<file path="src/rtl/ddr_maint_pkg.sv">
`default_nettype none
// ============================================================================
//  Package  : ddr_maint_pkg
//  Shared types and the round-robin picker for DRAM maintenance scheduling.
//  Revision : 1.0
// ============================================================================
package ddr_maint_pkg;

    // Types are sized for the largest supported configuration; modules slice down.
    localparam int MAX_RANKS         = 32;
    localparam int RANK_IDX_W        = $clog2(MAX_RANKS);
    localparam int MAX_PENDING_LIMIT = 255;

    typedef logic [RANK_IDX_W-1:0]                   rank_idx_t;
    typedef logic [$clog2(MAX_PENDING_LIMIT+1)-1:0]  pend_cnt_t;

    // First set bit of mask at or after ptr, wrapping within n ranks (0 if none).
    function automatic rank_idx_t rr_pick(input logic [MAX_RANKS-1:0] mask,
                                          input rank_idx_t ptr,
                                          input int n);
        rank_idx_t pick;
        logic      found;
        int        j;
        pick  = '0;
        found = 1'b0;
        for (int k = 0; k < MAX_RANKS; k++) begin
            j = int'(ptr) + k;
            if (j >= n) j = j - n;
            if (k < n && !found && mask[j[RANK_IDX_W-1:0]]) begin
                pick  = j[RANK_IDX_W-1:0];
                found = 1'b1;
            end
        end
        return pick;
    endfunction

endpackage
`default_nettype wire

</file>
<file path="src/rtl/refresh_interval_timer.sv">
`default_nettype none
// ============================================================================
//  Module   : refresh_interval_timer
//  One rank's refresh interval counter; pulses tick on the last enabled cycle.
//  Revision : 1.0
// ============================================================================
module refresh_interval_timer #(
    parameter int REFI_CYCLES  = 640000,
    parameter int START_OFFSET = 0
) (
    input  logic clk,
    input  logic n_rst,
    input  logic enable,
    output logic tick
);

    localparam int            CW    = (REFI_CYCLES > 1) ? $clog2(REFI_CYCLES) : 1;
    localparam logic [CW-1:0] LAST  = CW'(REFI_CYCLES - 1);
    localparam logic [CW-1:0] START = CW'(START_OFFSET);

    logic [CW-1:0] cnt;

    assign tick = enable && (cnt == LAST);

    always_ff @(posedge clk or negedge n_rst) begin
        if (!n_rst) begin
            cnt <= START;
        end else if (tick) begin
            cnt <= '0;
        end else if (enable) begin
            cnt <= cnt + 1'b1;
        end
    end

endmodule
`default_nettype wire

</file>
<file path="src/rtl/refresh_scheduler.sv">
`default_nettype none
// ============================================================================
//  Module   : refresh_scheduler
//  Staggered per-rank refresh timers, postponement credits and an
//  urgency-first round-robin request offer with a held handshake.
//  Revision : 1.0
// ============================================================================
module refresh_scheduler
    import ddr_maint_pkg::*;
#(
    parameter int NUM_RANKS    = 4,
    parameter int REFI_CYCLES  = 640000,
    parameter int MAX_PENDING  = 8,
    parameter int URGENT_LEVEL = 6
) (
    input  logic clk,
    input  logic n_rst,
    input  logic enable,
    input  logic cmd_issued,
    output logic issue_cmd,
    output logic [((NUM_RANKS > 1) ? $clog2(NUM_RANKS) : 1)-1:0] issue_rank,
    output logic issue_urgent,
    output logic overflow
);

    localparam int            RW   = (NUM_RANKS > 1) ? $clog2(NUM_RANKS) : 1;
    localparam int            PW   = $clog2(MAX_PENDING + 1);
    localparam logic [PW-1:0] PMAX = PW'(MAX_PENDING);

    logic [NUM_RANKS-1:0] tick;

    generate
        for (genvar gi = 0; gi < NUM_RANKS; gi++) begin : g_rank
            refresh_interval_timer #(
                .REFI_CYCLES  (REFI_CYCLES),
                .START_OFFSET (gi * (REFI_CYCLES / NUM_RANKS))
            ) u_timer (
                .clk    (clk),
                .n_rst  (n_rst),
                .enable (enable),
                .tick   (tick[gi])
            );
        end
    endgenerate

    logic [PW-1:0]        pending  [NUM_RANKS];
    logic [PW-1:0]        pend_nxt [NUM_RANKS];
    logic [RW-1:0]        rr_ptr, ptr_nxt, rank_nxt;
    logic [MAX_RANKS-1:0] live_mask, urgent_mask;
    logic [NUM_RANKS-1:0] sat_hit;
    logic                 ack, hit, cmd_nxt, urgent_nxt;
    rank_idx_t            pick;

    always_comb begin
        ack         = cmd_issued && issue_cmd;
        live_mask   = '0;
        urgent_mask = '0;
        sat_hit     = '0;
        hit         = 1'b0;
        for (int i = 0; i < NUM_RANKS; i++) begin
            hit         = ack && (issue_rank == RW'(i));
            pend_nxt[i] = pending[i];
            // A tick and an ack on the same rank cancel out.
            if (tick[i] && !hit) begin
                if (pending[i] == PMAX) sat_hit[i] = 1'b1;
                else                    pend_nxt[i] = pending[i] + 1'b1;
            end else if (!tick[i] && hit) begin
                pend_nxt[i] = pending[i] - 1'b1;
            end
            live_mask[i]   = (pend_nxt[i] != '0);
            urgent_mask[i] = (32'(pend_nxt[i]) >= URGENT_LEVEL);
        end

        if (ack) ptr_nxt = (issue_rank == RW'(NUM_RANKS - 1)) ? '0 : issue_rank + 1'b1;
        else     ptr_nxt = rr_ptr;

        pick = (|urgent_mask) ? rr_pick(urgent_mask, rank_idx_t'(ptr_nxt), NUM_RANKS)
                              : rr_pick(live_mask,   rank_idx_t'(ptr_nxt), NUM_RANKS);

        // A held offer is never preempted; reselect only when idle or acked.
        if (!issue_cmd || ack) begin
            cmd_nxt  = |live_mask;
            rank_nxt = pick[RW-1:0];
        end else begin
            cmd_nxt  = 1'b1;
            rank_nxt = issue_rank;
        end
        urgent_nxt = cmd_nxt && (32'(pend_nxt[rank_nxt]) >= URGENT_LEVEL);
    end

    always_ff @(posedge clk or negedge n_rst) begin
        if (!n_rst) begin
            for (int i = 0; i < NUM_RANKS; i++) pending[i] <= '0;
            rr_ptr       <= '0;
            issue_cmd    <= 1'b0;
            issue_rank   <= '0;
            issue_urgent <= 1'b0;
            overflow     <= 1'b0;
        end else begin
            for (int i = 0; i < NUM_RANKS; i++) pending[i] <= pend_nxt[i];
            rr_ptr       <= ptr_nxt;
            issue_cmd    <= cmd_nxt;
            issue_rank   <= rank_nxt;
            issue_urgent <= urgent_nxt;
            if (|sat_hit) overflow <= 1'b1;
        end
    end

endmodule
`default_nettype wire
</file>
<file path="config.mk">
export PLATFORM = sky130hd
export DESIGN_NAME = refresh_scheduler
export DESIGN_NICKNAME = d
export VERILOG_FILES = /design/src/rtl/ddr_maint_pkg.sv /design/src/rtl/refresh_interval_timer.sv /design/src/rtl/refresh_scheduler.sv
export SDC_FILE = /design/constraint.sdc
export NUM_CORES = 1
export LEC_CHECK = 0
export CORE_ASPECT_RATIO = 0.9
export CORE_MARGIN = 1.5
export CORE_UTILIZATION = 57
export CTS_CLUSTER_DIAMETER = 120
export DETAILED_ROUTE_END_ITERATION = 10
export GPL_ROUTABILITY_DRIVEN = 0
export MAX_ROUTING_LAYER = met4
export PLACE_DENSITY = 0.76
export SLEW_MARGIN = 20
export SYNTH_ARGS = -nofsm -noshare
export SYNTH_HDL_FRONTEND = slang
export SYNTH_HIERARCHICAL = 1
export SYNTH_SLANG_ARGS = --single-unit
</file>
<file path="constraint.sdc">
create_clock -name clk -period 4.5 [get_ports clk]
set_clock_uncertainty 0.15 [all_clocks]
set_input_delay 0.9 -clock clk [delete_from_list [all_inputs] [get_ports clk]]
set_output_delay 0.9 -clock clk [all_outputs]
set_load 0.01 [all_outputs]
</file>
==> run_results.csv <==
group,metric,value,unit
status,status,"complete, no violations",
clock_network,cts_buffer_depth,2,
hold_path,whs_path_depth,1,
clock_network,cts_root_buf,"clkbuf_16",
critical_path,rrSetupSlack,0.39,ns
synth,syn_nets,667,
synth,synth_area_leaders,"dfrtp_1, dfstp_2, xnor2_1",
synth,synth_edf_count,0,
drt,routed_via_density,6.07,
power_and_ir_drop,peakVddDrop,745,µV
drt,drc,0,
floorplanning,start_util,59.5,%
hold_path,hold_class,"register to register",
finish,diodes,0,
floorplanning,num_rows,35,
synth,ys_seq_elements,103,
floorplanning,die_width,113,µm
clock_network,clkSinkCount,103,
drt,vias,5155,
hold_path,min_from,"g_rank[0].u_timer/cnt[18]",
critical_path,r2r_cells,19,
drt,drt-wirelength-per-cell,16.3,µm
placed_design,dp_hpwl,9820,µm
critical_path,path_common_cell,"a211o_1",
finish,seq_area,2600,µm²
sta,fin_crit,4.26,ns
finish,postLayoutCellArea,7270,µm²
grt,grt_pass1_vias,5192,
hold_path,hold_end,"g_rank[0].u_timer/cnt[18]",
sta,max_clock_freq,235,MHz
sta,min_period_over_period,94.6,%
synth,synth_area_leader_cell,"dfrtp_1",
clock_network,htree_levels,3,
drt,drt_pre_antenna_iters,5,
sta,slew_violations,0,
critical_path,crit_fanout,8,
floorplanning,die_y,102,µm
drt,antenna_left,0,
floorplanning,core,10400,µm²
synth,seq_area_frac_synth,41.9,%
finish,multi_input_area,3490,µm²
clock_network,clk_pin_slew,0.07,ns
finish,final_layout_size_suffix_gt1_share,21.9,%
critical_path,arrival,4.40,ns
synth,async_flop_share,100,%
synth,syn_area_per_cell,9.65,µm²
critical_path,slowest_stage,"clkdlybuf4s50_1",
placed_design,port_buffers,8,
grt,grt_max_degree,58,
clock_network,cts_tree,"built",
floorplanning,pin_count,9,
critical_path,required,4.64,ns
drt,drt_iter0_markers,222,
finish,layout.nets,739,
critical_path,crit_chain,"clkdlybuf4s50_1, and3_1, mux2_1, a211o_1, buf_4, a211o_1, o2111ai_1, o311ai_1, a2111oi_1, a311oi_1, a21o_1, nor2b_1, o22a_1",
placed_design,postPlaceCellArea,6860,µm²
clock_network,hold_buffers,0,
grt,grt.total_usage,26.5,%
clock_network,numCtsBuffers,9,
synth,syn_inst,643,
power_and_ir_drop,finalPower,4.39,mW
grt,antenna_found_initial,0,
critical_path,max_stage_delay,0.68,ns
floorplanning,die_area,11500,µm²
sta,slew_headroom,52.0,%
critical_path,start_kind,"input port",
sta,rsz0062_at_grt,"no",
sta,whs,0.354,ns
synth,synth_cell_types,77,
finish,n_fill_cell,777,
sta,worst_slew_pin_slew,0.721,ns
finish,final_common_cell,"dfrtp_1",
synth,synth_warnings,6,
critical_path,reg2reg_to,"issue_urgent",
critical_path,path_class,"input port to register",
sta,final_hold_viol_count,0,
power_and_ir_drop,p_leak,3.15,nW
grt,overflow,0,
finish,layout-area-overhead-vs-synth,17.1,%
critical_path,end_kind,"register",
synth,syn_area,6210,µm²
flow_run,maxCapViolations,0,
finish,fin_util,69.7,%
clock_network,worstSkewPairLatency,0.34,ns
grt,grt_first_pass_wirelength,23900,µm
drt,drt_wl_total,13800,µm
critical_path,r2r-start,"g_rank[1].u_timer/cnt[0]",
synth,synth_flop_cell,"dfrtp_1",
sta,finalSetupViolations,0,
synth,synth_top_cell_area_share,34.7,%
power_and_ir_drop,power.density,604,nW/µm²
finish,layout_common_cells,"dfrtp_1, buf_4, nand2_1",
-- kinds of logic after synthesis --
group	after synthesis	synth area share, %
AOI/OAI and AO/OA	118	13.7
xor gates and xnor gates	60	8.59
adders and majority gates	22	4.35
buffers and inverters	45	3.15
DFF	103	41.9
muxes	11	1.92
and+or+nand+nor	284	26.5
-- metal layers --
layer	up-vias	track usage (%)	routed length, µm
met1	2535	32.3	6040
met3	24	4.69	548
li1	2476	-	-
met4	0	9.04	227
met5	-	-	0
met2	120	45.3	7030
-- state kept, by name (all words and copies together) (netlist names) --
signal / flops
g_rank.u_timer/cnt: 80
pending: 16
issue_rank: 2
rr_ptr: 2
issue_cmd: 1
issue_urgent: 1
overflow: 1
-- power breakdown --
| part | leakage, nW | internal, mW | switching, mW |
|---|---|---|---|
| Combinational | 1.76 | 1.06 | 1.24 |
| Sequential | 1.26 | 1.12 | 0.241 |
| Clock | 0.125 | 0.378 | 0.351 |
-- per-stage QoR --
stage               std cells  setup TNS [ns]  worst slack [ns]
floorplan                 643               0            0.0109
global placement          828          -0.732            -0.430
detailed placement        828           -1.02            -0.534
CTS                       847               0             0.138
global route              849               0            0.0608
finish                    849               0             0.241
-- worst max-delay path: cells and delay by family --
kind / cells / cell delay, ns
simple gates: 2 / 0.40
mux: 1 / 0.33
buf+inv: 2 / 0.84
compound gates: 8 / 1.90
-- final cells by class --
type,count,area share [%]
multi-input combinational,495,48.1
clock inverter,6,0.620
clock buffer,10,3.15
timing repair buffer,78,8.74
tap,129,2.22
sequential,103,35.7
inverter,28,1.45
-- synth_stat cells, drive strengths merged (17+ instances only) --
cell	instances
xor2	24
dfstp	17
nand3	37
inv	27
nand2	62
a21oi	22
nor3	21
o21ai	29
xnor2	36
nor2	55
nand4	20
dfrtp	86
or3	18
ha	20
-- repair_timing --
action	4_1_cts	5_1_grt
cloned	1	0
setup buffers	2	2
endpoints found under the hold margin	0	0
endpoints found under the setup margin	1	2
resized for setup	14	7
pin swaps	9	6
-- how the worst max path moves through the flow --
stage	slack [ns]	startpoint	end
3_5_place_dp	-0.53	enable	issue_urgent
6_report	0.24	cmd_issued	issue_urgent
4_1_cts	0.14	enable	issue_urgent
2_1_floorplan	0.01	enable	issue_urgent
5_1_grt	0.06	enable	issue_urgent
3_3_place_gp	-0.43	enable	issue_urgent
(Power assumes the default switching activity.)
